--- src/rtl/noc_pkg.sv ---
// Shared router constants: port count, port index encoding and flit type field.
package noc_pkg;

  localparam int unsigned NUM_PORTS = 5;
  localparam int unsigned PORT_W    = 3;

  localparam logic [PORT_W-1:0] PORT_N = 3'd0;
  localparam logic [PORT_W-1:0] PORT_S = 3'd1;
  localparam logic [PORT_W-1:0] PORT_E = 3'd2;
  localparam logic [PORT_W-1:0] PORT_W_IDX = 3'd3;
  localparam logic [PORT_W-1:0] PORT_L = 3'd4;

  typedef enum logic [2:0] {
    FLIT_HEAD = 3'b000,
    FLIT_BODY = 3'b001,
    FLIT_TAIL = 3'b010
  } flit_type_e;

  localparam int unsigned FLIT_TYPE_HI = 57;
  localparam int unsigned FLIT_TYPE_LO = 55;

  // Round-robin successor of index w among n ports.
  function automatic int unsigned rr_next(input int unsigned w, input int unsigned n);
    return (w + 1 >= n) ? 0 : w + 1;
  endfunction

endpackage

--- src/rtl/rr_arbiter.sv ---
// Combinational round-robin arbiter: first request at or after ptr wins.
module rr_arbiter
  import noc_pkg::*;
#(
  parameter int unsigned NUM_PORTS = noc_pkg::NUM_PORTS,
  parameter int unsigned PORT_W    = noc_pkg::PORT_W
) (
  input  logic [NUM_PORTS-1:0] req,
  input  logic [PORT_W-1:0]    ptr,
  output logic [NUM_PORTS-1:0] gnt,
  output logic [PORT_W-1:0]    idx
);

  int unsigned pos;
  logic        found;

  always_comb begin
    gnt   = '0;
    idx   = '0;
    found = 1'b0;
    pos   = 0;
    for (int unsigned k = 0; k < NUM_PORTS; k++) begin
      pos = 32'(ptr) + k;
      if (pos >= NUM_PORTS) pos = pos - NUM_PORTS;
      if (!found && req[PORT_W'(pos)]) begin
        found                = 1'b1;
        gnt[PORT_W'(pos)]    = 1'b1;
        idx                  = PORT_W'(pos);
      end
    end
  end

endmodule

--- src/rtl/switch_allocator.sv ---
// Packet-granular switch allocator: per-output round-robin with lock held
// from head flit until the tail flit is granted.
module switch_allocator
  import noc_pkg::*;
#(
  parameter int unsigned NUM_PORTS = noc_pkg::NUM_PORTS,
  parameter int unsigned PORT_W    = noc_pkg::PORT_W
) (
  input  logic                        clk,
  input  logic                        rst_n,
  input  logic [NUM_PORTS-1:0]        req,
  input  logic [NUM_PORTS*PORT_W-1:0] req_dest,
  input  logic [NUM_PORTS-1:0]        req_tail,
  input  logic [NUM_PORTS-1:0]        out_ready,
  output logic [NUM_PORTS-1:0]        grant,
  output logic [NUM_PORTS*PORT_W-1:0] xbar_sel,
  output logic [NUM_PORTS-1:0]        xbar_valid
);

  logic                 lock    [NUM_PORTS];
  logic [PORT_W-1:0]    owner   [NUM_PORTS];
  logic [PORT_W-1:0]    ptr     [NUM_PORTS];

  logic [NUM_PORTS-1:0] cand    [NUM_PORTS];
  logic [NUM_PORTS-1:0] arb_req [NUM_PORTS];
  logic [NUM_PORTS-1:0] arb_gnt [NUM_PORTS];
  logic [PORT_W-1:0]    arb_idx [NUM_PORTS];
  logic [NUM_PORTS-1:0] excl;
  logic [NUM_PORTS-1:0] win;
  logic [PORT_W-1:0]    win_idx [NUM_PORTS];
  logic [NUM_PORTS-1:0] win_hot [NUM_PORTS];

  // Inputs that own a locked output are kept out of every unlocked search.
  always_comb begin
    excl = '0;
    for (int unsigned o = 0; o < NUM_PORTS; o++) begin
      cand[o] = '0;
      for (int unsigned i = 0; i < NUM_PORTS; i++)
        cand[o][i] = req[i] && (req_dest[i*PORT_W +: PORT_W] == PORT_W'(o));
      if (lock[o]) excl[owner[o]] = 1'b1;
    end
    for (int unsigned o = 0; o < NUM_PORTS; o++)
      arb_req[o] = cand[o] & ~excl;
  end

  for (genvar g = 0; g < NUM_PORTS; g++) begin : g_arb
    rr_arbiter #(
      .NUM_PORTS (NUM_PORTS),
      .PORT_W    (PORT_W)
    ) u_arb (
      .req (arb_req[g]),
      .ptr (ptr[g]),
      .gnt (arb_gnt[g]),
      .idx (arb_idx[g])
    );
  end

  always_comb begin
    grant      = '0;
    xbar_valid = '0;
    xbar_sel   = '0;
    for (int unsigned o = 0; o < NUM_PORTS; o++) begin
      win[o]     = 1'b0;
      win_idx[o] = '0;
      win_hot[o] = '0;
      if (lock[o]) begin
        win[o]     = cand[o][owner[o]] && out_ready[o];
        win_idx[o] = owner[o];
        win_hot[o] = NUM_PORTS'(1) << owner[o];
      end else begin
        win[o]     = (|arb_gnt[o]) && out_ready[o];
        win_idx[o] = arb_idx[o];
        win_hot[o] = arb_gnt[o];
      end
      if (win[o] && rst_n) begin
        xbar_valid[o]                 = 1'b1;
        xbar_sel[o*PORT_W +: PORT_W]  = win_idx[o];
        grant                         = grant | win_hot[o];
      end
    end
  end

  always_ff @(posedge clk or negedge rst_n) begin
    if (!rst_n) begin
      for (int unsigned o = 0; o < NUM_PORTS; o++) begin
        lock[o]  <= 1'b0;
        owner[o] <= '0;
        ptr[o]   <= '0;
      end
    end else begin
      for (int unsigned o = 0; o < NUM_PORTS; o++) begin
        if (win[o]) begin
          if (req_tail[win_idx[o]]) begin
            lock[o] <= 1'b0;
            ptr[o]  <= PORT_W'(rr_next(32'(win_idx[o]), NUM_PORTS));
          end else begin
            lock[o]  <= 1'b1;
            owner[o] <= win_idx[o];
          end
        end
      end
    end
  end

endmodule

--- config.mk ---
export PLATFORM = sky130hd
export DESIGN_NAME = switch_allocator
export DESIGN_NICKNAME = d
export VERILOG_FILES = /design/src/rtl/noc_pkg.sv /design/src/rtl/rr_arbiter.sv /design/src/rtl/switch_allocator.sv
export SDC_FILE = /design/constraint.sdc
export NUM_CORES = 1
export LEC_CHECK = 0
export ABC_CLOCK_PERIOD_IN_PS = 6900
export CORE_MARGIN = 1
export CORE_UTILIZATION = 60
export DETAILED_ROUTE_END_ITERATION = 8
export DONT_BUFFER_PORTS = 1
export GPL_ROUTABILITY_DRIVEN = 0
export HOLD_SLACK_MARGIN = 0.06
export PLACE_DENSITY = 0.77
export SLEW_MARGIN = 20
export SYNTH_ARGS = -nofsm -noshare
export SYNTH_HDL_FRONTEND = slang
export SYNTH_SLANG_ARGS = --single-unit
export TNS_END_PERCENT = 20
--- constraint.sdc ---
create_clock -name clk -period 6.9 [get_ports clk]
set_input_delay 1.725 -clock clk [delete_from_list [all_inputs] [get_ports clk]]
set_output_delay 1.725 -clock clk [all_outputs]
set_load 0.005 [all_outputs]
==> impl_metrics.tcl, run 1 <==
set metrics [dict create \
    synthAdderAreaFrac 0.0737 \
    overall_via_count_from_detail_route 11699 \
    globalRoute.totalOverflow 0 \
    synthSimpleGateAreaFrac 0.331 \
    seq_area_frac_synth 0.0890 \
    worst-r2r-setup-slack_ns 1.73 \
    wl_per_cell_um 21.8 \
    multi_input_comb_area_um2 8590 \
    drt.antenna.violating_nets 0 \
    ys.flop_type "sky130_fd_sc_hd__dfrtp_1" \
    max_slew_margin 0.320 \
    cts_made_buffers 5 \
    areaGrowthSynthToFinish_pct 9.78 \
    met3WireLength_um 4000 \
    grt_pass1_wl_um 53200 \
    cts-htree-levels 2 \
    synth_compound_area_frac 0.328 \
    via_count_of_the_first_global_routing_pass 10200 \
    synth.largest_area_cell "sky130_fd_sc_hd__dfrtp_1" \
    grt_antenna_before_repair 1 \
    post_drt_via_cell_ratio 7.36 \
    share_of_the_synthesized_area_in_the_top_cell_type 0.0890 \
    synth_warnings 0 \
    hold-path-endpoint "ptr[9]" \
    synth_top_family_by_area "simple AND/OR/NAND/NOR gates" \
    fin_crit_ns 6.88 \
    wl_met2_um 14600 \
    critical_path_required_ns 5.18 \
    async_flop_share 1.00 \
    unrepaired_setup_endpoints_after_global_routing "yes" \
    crit_fanout 5 \
    yosys_reg_bits 35 \
    tritoncts "yes" \
    clkSinkCount 35 \
    io-pin-count 57 \
    die_h_um 130 \
    netlist_instances 1346 \
    highest-signal-layer "met5" \
    reg2reg_depth 17 \
    share_of_cell_area_taken_by_muxes_after_synthesis 0.0938 \
    syn-cell-area_um2 9840 \
    clockRootBuffer "sky130_fd_sc_hd__clkbuf_16" \
    status "complete, no violations" \
    critical_path.startpoint_type "input port" \
    worstSetupPathType "in -> out" \
    maxCapViolCount 0 \
    grt_max_degree 46 \
    worst_setup_hold_path_clk_slew_ns 0.06 \
    skew_ns 0.0100 \
    detail_route.first_pass.iterations 6 \
    placed_cells 1580 \
    drive_gt1_frac 0.160 \
    drt_first_iter_violations 1579 \
    cts_max_path_buffers 2 \
    drt_drc_violations_left 0 \
    ctsHoldBuffers 0 \
    wirelength_um 34600 \
    fmaxAchievable_ghz 0.145 \
    rr_endpoint "ptr[14]" \
    finalSetupViolations 0 \
    post_layout_nonfiller_instances 1590 \
    layout.filler_cells 1400 \
    fin_crit_sh 0.998 \
    final_hold_viol_count 0 \
    synth-edff-count 0 \
    chipWidth_um 130 \
    clkLatencyLatePin_ns 0.31 \
    hold-path-cell-count 2 \
    regToRegStartpoint "ptr[13]" \
    grt_util_all_layers 0.402 \
    post_synth_main_area_contributors "sky130_fd_sc_hd__dfrtp_1 (8.9%), sky130_fd_sc_hd__ha_1 (6.4%), sky130_fd_sc_hd__mux2i_1 (5.7%), sky130_fd_sc_hd__a21oi_1 (4.7%), sky130_fd_sc_hd__nor2_1 (4.0%)" \
    placement_rows 46 \
    timing_worst_slew_pin_value_ns 1.01 \
    crit_path_arrival_time_ns 5.16 \
    port_buffers 0 \
    worstHoldStart "ptr[9]" \
    syn-mean-instance-area_um2 7.31 \
    final_max_slew_viol_count 0 \
    synthXorXnorAreaFrac 0.0267 \
    layout.area.seq_um2 876 \
    finalNetCount 1460 \
    class_of_the_tightest_hold_or_removal_check "reg -> reg" \
    met1Wirelength_um 13400 \
    design.core.area_um2 15900 \
    effective_utilization_at_floorplan 0.617 \
    detailed_place_hpwl_um 26400 \
    setup.worst_path.end_class "output port" \
    n_antenna_cell 0 \
    postSynthNetCount 1433 \
    floorplan.die_area_um2 16900 \
    synth_cell_types 117 \
]
## worst max path at each step
stage                           to    startpoint  slack, ns
final                     grant[0]  req_dest[13]       0.02
after global routing      grant[0]  req_dest[13]      -0.11
after CTS                 grant[0]   req_dest[9]       0.03
after detailed placement  grant[0]   req_dest[9]       0.03
after global placement    grant[0]   req_dest[9]       0.08
after floorplan           grant[0]   req_dest[9]       0.36
## worst max-delay path, stage by stage
cell and delay (ns):
sky130_fd_sc_hd__nor4b_1 0.32, sky130_fd_sc_hd__buf_4 0.20, sky130_fd_sc_hd__nand3_1 0.34, sky130_fd_sc_hd__o31ai_2 0.39, sky130_fd_sc_hd__a22o_1 0.21, sky130_fd_sc_hd__a311o_1 0.21, sky130_fd_sc_hd__a21oi_1 0.05, sky130_fd_sc_hd__or3_1 0.42
sky130_fd_sc_hd__o41ai_4 0.46, sky130_fd_sc_hd__or2_4 0.20, sky130_fd_sc_hd__inv_2 0.04, sky130_fd_sc_hd__a222oi_1 0.25, sky130_fd_sc_hd__buf_4 0.19, sky130_fd_sc_hd__o221ai_1 0.14
## cells in the mapped netlist (all sizes together) (11+ instances only)
cell and number:
a31oi 25, o22ai 24, o21ai 62, a22oi 12, a21o 18, o31ai 22
nand4 27, ha 50, mux2 23, nand3 57, and2 20, inv 64
nor4b 15, a211oi 16, mux2i 57, and3 16, nor2 105, xnor2 25
nor3 58, clkbuf 32, dfrtp 35, nand2 92, or3 17, buf 36
or2 16, o21a 11, nand2b 25, o211ai 23, nor2b 18, nor4 11
a21oi 94
## flip-flops by register name, summed over array words and instances (netlist names)
name and flops:
owner 15, lock 5, ptr 15
## stage by stage
step / setup WS, ns / cell area [um^2] / utilization / TNS (ns) / hold WS (ns)
2_1_floorplan: 0.360 / 9840 / - / 0 / 0.568
3_3_place_gp: 0.0792 / 10500 / 0.656 / 0 / 0.616
3_5_place_dp: 0.0346 / 10500 / 0.656 / 0 / 0.630
4_1_cts: 0.0292 / 10600 / 0.665 / 0 / 0.646
5_1_grt: -0.106 / 10800 / 0.678 / -0.216 / 0.695
6_report: 0.0169 / 10800 / 0.678 / 0 / 0.637
## cell type report
| type | count | share of cell area |
|---|---|---|
| Clock inverter | 3 | 0.00185 |
| Tap cell | 216 | 0.0250 |
| Timing Repair Buffer | 88 | 0.0611 |
| Clock buffer | 5 | 0.0116 |
| Inverter | 69 | 0.0240 |
| Multi-Input combinational cell | 1174 | 0.795 |
| Sequential cell | 35 | 0.0811 |
## logic make-up (layout without fill, tap and decap cells)
| kind of cell | Yosys count | count (layout) |
|---|---|---|
| adders and majority gates | 55 | 55 |
| xor gates and xnor gates | 30 | 30 |
| DFF | 35 | 35 |
| buffers and inverters | 137 | 165 |
| and+or+nand+nor | 561 | 561 |
| muxes | 84 | 84 |
| AOI/OAI and AO/OA | 444 | 444 |
## layer usage
metal / GRT usage / up-vias
met3: 0.0968 / 205
met2: 0.606 / 792
met4: 0.242 / 2
met1: 0.518 / 5392
li1: - / 5308
met5: 0 / -
## layout by cell type (no fill, tap or decap), types with 17 or more instances in the layout
cell                       synthesis  routed
sky130_fd_sc_hd__ha_1             50      49
sky130_fd_sc_hd__nand2_1          91      88
sky130_fd_sc_hd__o31ai_1          19      17
sky130_fd_sc_hd__nand3_1          57      56
sky130_fd_sc_hd__nor2_1          104     103
sky130_fd_sc_hd__o21ai_0          58      57
sky130_fd_sc_hd__o211ai_1         23      23
sky130_fd_sc_hd__mux2i_1          56      52
sky130_fd_sc_hd__buf_4             1      88
sky130_fd_sc_hd__nor3_1           56      52
sky130_fd_sc_hd__a31oi_1          25      24
sky130_fd_sc_hd__a21oi_1          92      91
sky130_fd_sc_hd__o22ai_1          22      22
sky130_fd_sc_hd__dfrtp_1          35      35
sky130_fd_sc_hd__nand4_1          27      27
sky130_fd_sc_hd__nor2b_1          17      17
sky130_fd_sc_hd__inv_1            61      61
sky130_fd_sc_hd__a21o_1           18      18
sky130_fd_sc_hd__and2_1           19      19
sky130_fd_sc_hd__nand2b_1         25      25
sky130_fd_sc_hd__xnor2_1          25      25
## timing repair
action | in CTS | in global routing
setup buffers | 0 | 2
setup endpoints to repair | 0 | 7
gates resized for setup | 0 | 37
Power of run 1 is left out: the tool's default activity adds up to more than one toggle a clock period on the data nets, which glitch-free logic cannot reach.
==> inputs of run 2 (changes only) <==
--- a/config.mk
+++ b/config.mk
@@ -8,6 +8,7 @@
 export ABC_CLOCK_PERIOD_IN_PS = 6900
 export CORE_MARGIN = 1
 export CORE_UTILIZATION = 60
+export CTS_BUF_LIST = sky130_fd_sc_hd__clkbuf_8
 export DETAILED_ROUTE_END_ITERATION = 8
 export DONT_BUFFER_PORTS = 1
 export GPL_ROUTABILITY_DRIVEN = 0
==> run 2 against run 1 <==
Against the previous run:
- the run now ends with negative setup slack left
- clock-buffer cell count stayed put
- worst hold slack improved by 0.0031 ns
- worst setup slack lost 0.056 ns
- non-clock buffer count stayed put
- design area is 0.86% lower
- via count is 0.48% lower
- routed wire length hardly changed
- maximum frequency down 0.81%
- global-route usage is essentially flat
- utilization down 0.58 points
==> impl_metrics.tcl, run 2 (synthesis results as in run 1) <==
set metrics [dict create \
    overall_via_count_from_detail_route 11643 \
    skew_ns 0.0178 \
    chipWidth_um 130 \
    placement_rows 46 \
    critical-path-slowest-cell "sky130_fd_sc_hd__or4bb_1" \
    die_h_um 130 \
    wl_per_cell_um 21.7 \
    io-pin-count 57 \
    finalNetCount 1460 \
    layout.cell_area.non_filler_um2 10700 \
    effective_utilization_at_floorplan 0.617 \
    drt_drc_violations_left 0 \
    critical_path.startpoint_type "input port" \
    grt_max_degree 46 \
    grt_antenna_before_repair 1 \
    finalSetupViolations 1 \
    clockRootBuffer "sky130_fd_sc_hd__clkbuf_8" \
    clkSinkCount 35 \
    final_hold_viol_count 0 \
    ctsHoldBuffers 0 \
    hold_ws_ns 0.640 \
    layout_commonest_cell "sky130_fd_sc_hd__nor2_1" \
    status "finished with violations" \
    areaGrowthSynthToFinish_pct 8.84 \
    design.core.area_um2 15900 \
    fmaxAchievable_ghz 0.144 \
    fin_ws_ns -0.0394 \
    cts_made_buffers 5 \
    fin_crit_ns 6.94 \
    final_max_slew_viol_count 0 \
    critical_path_required_ns 5.18 \
    post_drt_via_cell_ratio 7.32 \
    timing_worst_slew_pin_value_ns 0.959 \
    cts_max_path_buffers 2 \
    grt_util_all_layers 0.401 \
    most-common-layout-cells "sky130_fd_sc_hd__nor2_1 (103), sky130_fd_sc_hd__a21oi_1 (90), sky130_fd_sc_hd__nand2_1 (90)" \
    class_of_the_tightest_hold_or_removal_check "reg -> reg" \
    worst_setup_hold_path_clk_slew_ns 0.08 \
    crit_fanout 7 \
    cts-htree-levels 2 \
    floorplan.die_area_um2 16900 \
    detailed_place_hpwl_um 26400 \
    critical_path.cell_chain "or4bb_1 -> nor3_1 -> nand2_1 -> nor4_2 -> o32ai_2 -> a311oi_2 -> o21ai_0 -> a211oi_1 -> a311oi_2 -> and3_1 -> nor3_1 -> o221ai_1" \
    setup.worst_path.end_class "output port" \
    failed_checks "negative setup slack" \
    detail_route.first_pass.iterations 8 \
    drive_gt1_frac 0.154 \
    max_slew_margin 0.352 \
    drt_first_iter_violations 1503 \
    postPlaceCellArea_um2 10500 \
    biggest_regs "owner x15, ptr x15, lock x5" \
    crit_path_arrival_time_ns 5.21 \
    wirelength_um 34600 \
    slowest_delay_ns 0.55 \
    clkLatencyLatePin_ns 0.33 \
    via_count_of_the_first_global_routing_pass 10172 \
    grt_pass1_wl_um 53300 \
    maxCapViolCount 0 \
    drt.antenna.violating_nets 0 \
    port_buffers 0 \
    worstSetupPathType "in -> out" \
    tritoncts "yes" \
    fin_crit_sh 1.01 \
    globalRoute.totalOverflow 0 \
    unrepaired_setup_endpoints_after_global_routing "yes" \
]
==> run 2: cell types whose count changed in the layout (fill, tap and decap cells not counted), sizes merged <==
cell and delta:
diode +1
==> run 2: area by class of cell <==
cell class,instances,area [um^2]
Fill cell,1402,5230
Clock inverter,3,20.0
Timing Repair Buffer,88,661
Multi-Input combinational cell,1174,8550
Tap cell,216,270
Sequential cell,35,877
Clock buffer,5,68.8
Inverter,69,259
Antenna cell,1,2.50
==> run 2: metal layers <==
layer	up-vias	GRT usage	wire (um)	part of all wire
li1	5315	-	-	-
met2	772	0.604	14700	0.42
met4	2	0.236	2320	0.067
met1	5379	0.526	13600	0.39
met5	-	0	13	0.00038
met3	175	0.0882	3950	0.11
==> run 2: metrics by stage <==
step	util	worst slack (ns)	std cells	TNS (ns)
5_1_grt	0.672	-0.0796	1590	-0.227
2_1_floorplan	-	0.360	1346	0
4_1_cts	0.662	0.0243	1588	0
6_report	0.672	-0.0394	1591	-0.0394
3_5_place_dp	0.656	0.0346	1580	0
3_3_place_gp	0.656	0.0792	1580	0
==> run 2: timing repair <==
action,in CTS,in global routing
setup endpoints to repair,1,8
resized for setup,1,28
setup buffers,0,2
pin swaps,0,3
==> run 2: final timing paths <==
path | from | to | slack, ns | cells after the start
worst max-delay path | req_dest[13] | grant[4] | -0.04 | 12
worst min-delay path | ptr[9] | ptr[9] | 0.64 | 2
worst max register to register | ptr[6] | ptr[7] | 1.89 | 17
worst min register to register | ptr[9] | ptr[9] | 0.64 | 2
max in group asynchronous | rst_n | ptr[13] | 5.72 | 0
min in group asynchronous | rst_n | ptr[1] | 1.07 | 0
==> run 2: worst max-delay path, delay by kind of cell <==
| kind | cells | cell delay [ns] |
|---|---|---|
| AOI/OAI and AO/OA | 6 | 1.42 |
| and+or+nand+nor | 6 | 2.07 |
Power of run 2 is left out for the same reason.
==> inputs of run 3 (changes only) <==
--- a/config.mk
+++ b/config.mk
@@ -5,7 +5,7 @@
 export SDC_FILE = /design/constraint.sdc
 export NUM_CORES = 1
 export LEC_CHECK = 0
-export ABC_CLOCK_PERIOD_IN_PS = 6900
+export ABC_CLOCK_PERIOD_IN_PS = 8800
 export CORE_MARGIN = 1
 export CORE_UTILIZATION = 60
 export CTS_BUF_LIST = sky130_fd_sc_hd__clkbuf_8
==> constraint.sdc (replaced) <==
create_clock -name clk -period 8.8 [get_ports clk]
set_input_delay 2.2 -clock clk [delete_from_list [all_inputs] [get_ports clk]]
set_output_delay 2.2 -clock clk [all_outputs]
set_load 0.005 [all_outputs]
==> run 3 against run 2 <==
Against the previous run:
- the flow finishes with violations (design-rule violations)
- clock skew is 0.0067 ns lower
- global-route usage is 1.7 points lower
- worst hold slack better by 0.035 ns
- via count is 3.5% lower
- routed wire length is 4.7% lower
- design area is 6.6% lower
- sequential share of layout area is 0.56 points higher
- first-iteration DRC count is 8.8% lower
- worst setup slack better by 0.29 ns
- utilization is 4.4 points lower
- flip-flop and latch count stayed put
- cell count is 4.8% lower
- critical path type unchanged
==> impl_metrics.tcl, run 3 (synthesis results as in run 1) <==
set metrics [dict create \
    clkSinkCount 35 \
    post_drt_via_cell_ratio 7.42 \
    drt.antenna.violating_nets 0 \
    grt_max_degree 46 \
    port_buffers 0 \
    grt_util_all_layers 0.384 \
    ctsHoldBuffers 0 \
    fmaxAchievable_ghz 0.117 \
    maxCapViolCount 0 \
    hold-path-endpoint "owner[2]" \
    biggest_regs "owner x15, ptr x15, lock x5" \
    clockRootBuffer "sky130_fd_sc_hd__clkbuf_8" \
    detailed_place_hpwl_um 25300 \
    max_slew_margin 0.328 \
    io-pin-count 57 \
    critical_path_required_ns 6.60 \
    critical_path.startpoint_type "input port" \
    via_count_of_the_first_global_routing_pass 9915 \
    skew_ns 0.0111 \
    status "finished with violations" \
    finalNetCount 1383 \
    critPathBufInv 1 \
    hold_ws_ns 0.675 \
    fin_crit_ns 8.55 \
    worst-r2r-setup-slack_ns 2.83 \
    floorplan.die_area_um2 16900 \
    areaGrowthSynthToFinish_pct 1.70 \
    chipWidth_um 130 \
    final.setup.tns_ns 0 \
    wirelength_um 32900 \
    grt_antenna_before_repair 1 \
    crit_fanout 8 \
    grt_pass1_wl_um 51500 \
    failed_checks "design-rule violations" \
    cts-htree-levels 2 \
    layout_commonest_cell "sky130_fd_sc_hd__nor2_1" \
    cts_resized 0 \
    clkLatencyLatePin_ns 0.32 \
    fin_crit_sh 0.971 \
    placement_rows 46 \
    worst_path_dominant_cell_family "compound AO/OA/AOI/OAI gates" \
    drive_gt1_frac 0.0871 \
    finalSetupViolations 0 \
    count_of_buffers_added_by_post_cts_timing_repair_for_setup 0 \
    timing_worst_slew_pin_value_ns 0.999 \
    effective_utilization_at_floorplan 0.617 \
    reg2reg_depth 13 \
    drt_drc_violations_left 1 \
    cts_max_path_buffers 2 \
    rr_endpoint "owner[1]" \
    critical-path-slowest-cell "sky130_fd_sc_hd__o31ai_1" \
    hold-path-cell-count 1 \
    final_max_slew_viol_count 0 \
    tritoncts "yes" \
    drt_first_iter_violations 1370 \
    critPathMostFrequentCell "sky130_fd_sc_hd__nand3_1" \
    regToRegStartpoint "ptr[0]" \
    setup.worst_path.end_class "output port" \
    worst_setup_hold_path_clk_slew_ns 0.09 \
    crit_path_arrival_time_ns 6.35 \
    design.core.area_um2 15900 \
    slowest_delay_ns 0.63 \
    wl_per_cell_um 21.7 \
    globalRoute.totalOverflow 0 \
    detail_route.first_pass.iterations 9 \
    worstSetupPathType "in -> out" \
    cts_made_buffers 5 \
    final_hold_viol_count 0 \
    most-common-layout-cells "sky130_fd_sc_hd__nor2_1 (104), sky130_fd_sc_hd__a21oi_1 (92), sky130_fd_sc_hd__nand2_1 (91)" \
    critical_path.cell_chain "or4bb_1 -> nor3_1 -> nand2_1 -> o31ai_1 -> o221a_2 -> o311ai_0 -> a32oi_1 -> nor4b_2 -> nand3_1 -> nand3_1 -> inv_1 -> a222oi_1 -> o221ai_1" \
    unrepaired_setup_endpoints_after_global_routing "no" \
    worstHoldStart "owner[2]" \
    die_h_um 130 \
    class_of_the_tightest_hold_or_removal_check "reg -> reg" \
    overall_via_count_from_detail_route 11241 \
]
==> run 3: cell type report <==
| cell class | count | area, um^2 |
|---|---|---|
| clock inverter | 3 | 43.8 |
| fill | 1481 | 5930 |
| timing repair buffer | 11 | 82.6 |
| antenna | 1 | 2.50 |
| clock buffer | 5 | 68.8 |
| inverter | 69 | 259 |
| sequential | 35 | 876 |
| tap | 216 | 270 |
| multi-input combinational | 1174 | 8410 |
==> run 3: worst max-delay path by stage <==
stage                       from  endpoint  slack (ns)  depth (start not counted)
floorplan            req_dest[9]  grant[0]        1.31                         13
global placement    req_dest[10]  grant[4]        0.58                         12
detailed placement  req_dest[10]  grant[4]        0.47                         12
CTS                 req_dest[10]  grant[4]        0.47                         12
global route        req_dest[10]  grant[4]        0.20                         12
finish              req_dest[12]  grant[0]        0.25                         13
==> run 3: stage by stage <==
| step | worst slack (ns) | area (um^2) | utilization | instances |
|---|---|---|---|---|
| finish | 0.253 | 10000 | 0.628 | 1514 |
| global route | 0.197 | 10000 | 0.628 | 1513 |
| CTS | 0.467 | 10000 | 0.628 | 1513 |
| detailed placement | 0.469 | 9890 | 0.621 | 1505 |
| global placement | 0.578 | 9890 | 0.621 | 1505 |
| floorplan | 1.31 | 9840 | - | 1346 |
==> run 3: layer usage <==
layer	track usage	up-vias	wire, um
li1	-	5157	-
met1	0.512	5154	13300
met2	0.575	762	13900
met3	0.0779	166	3650
met4	0.221	2	1990
met5	0	-	11
Power of run 3 is left out for the same reason.
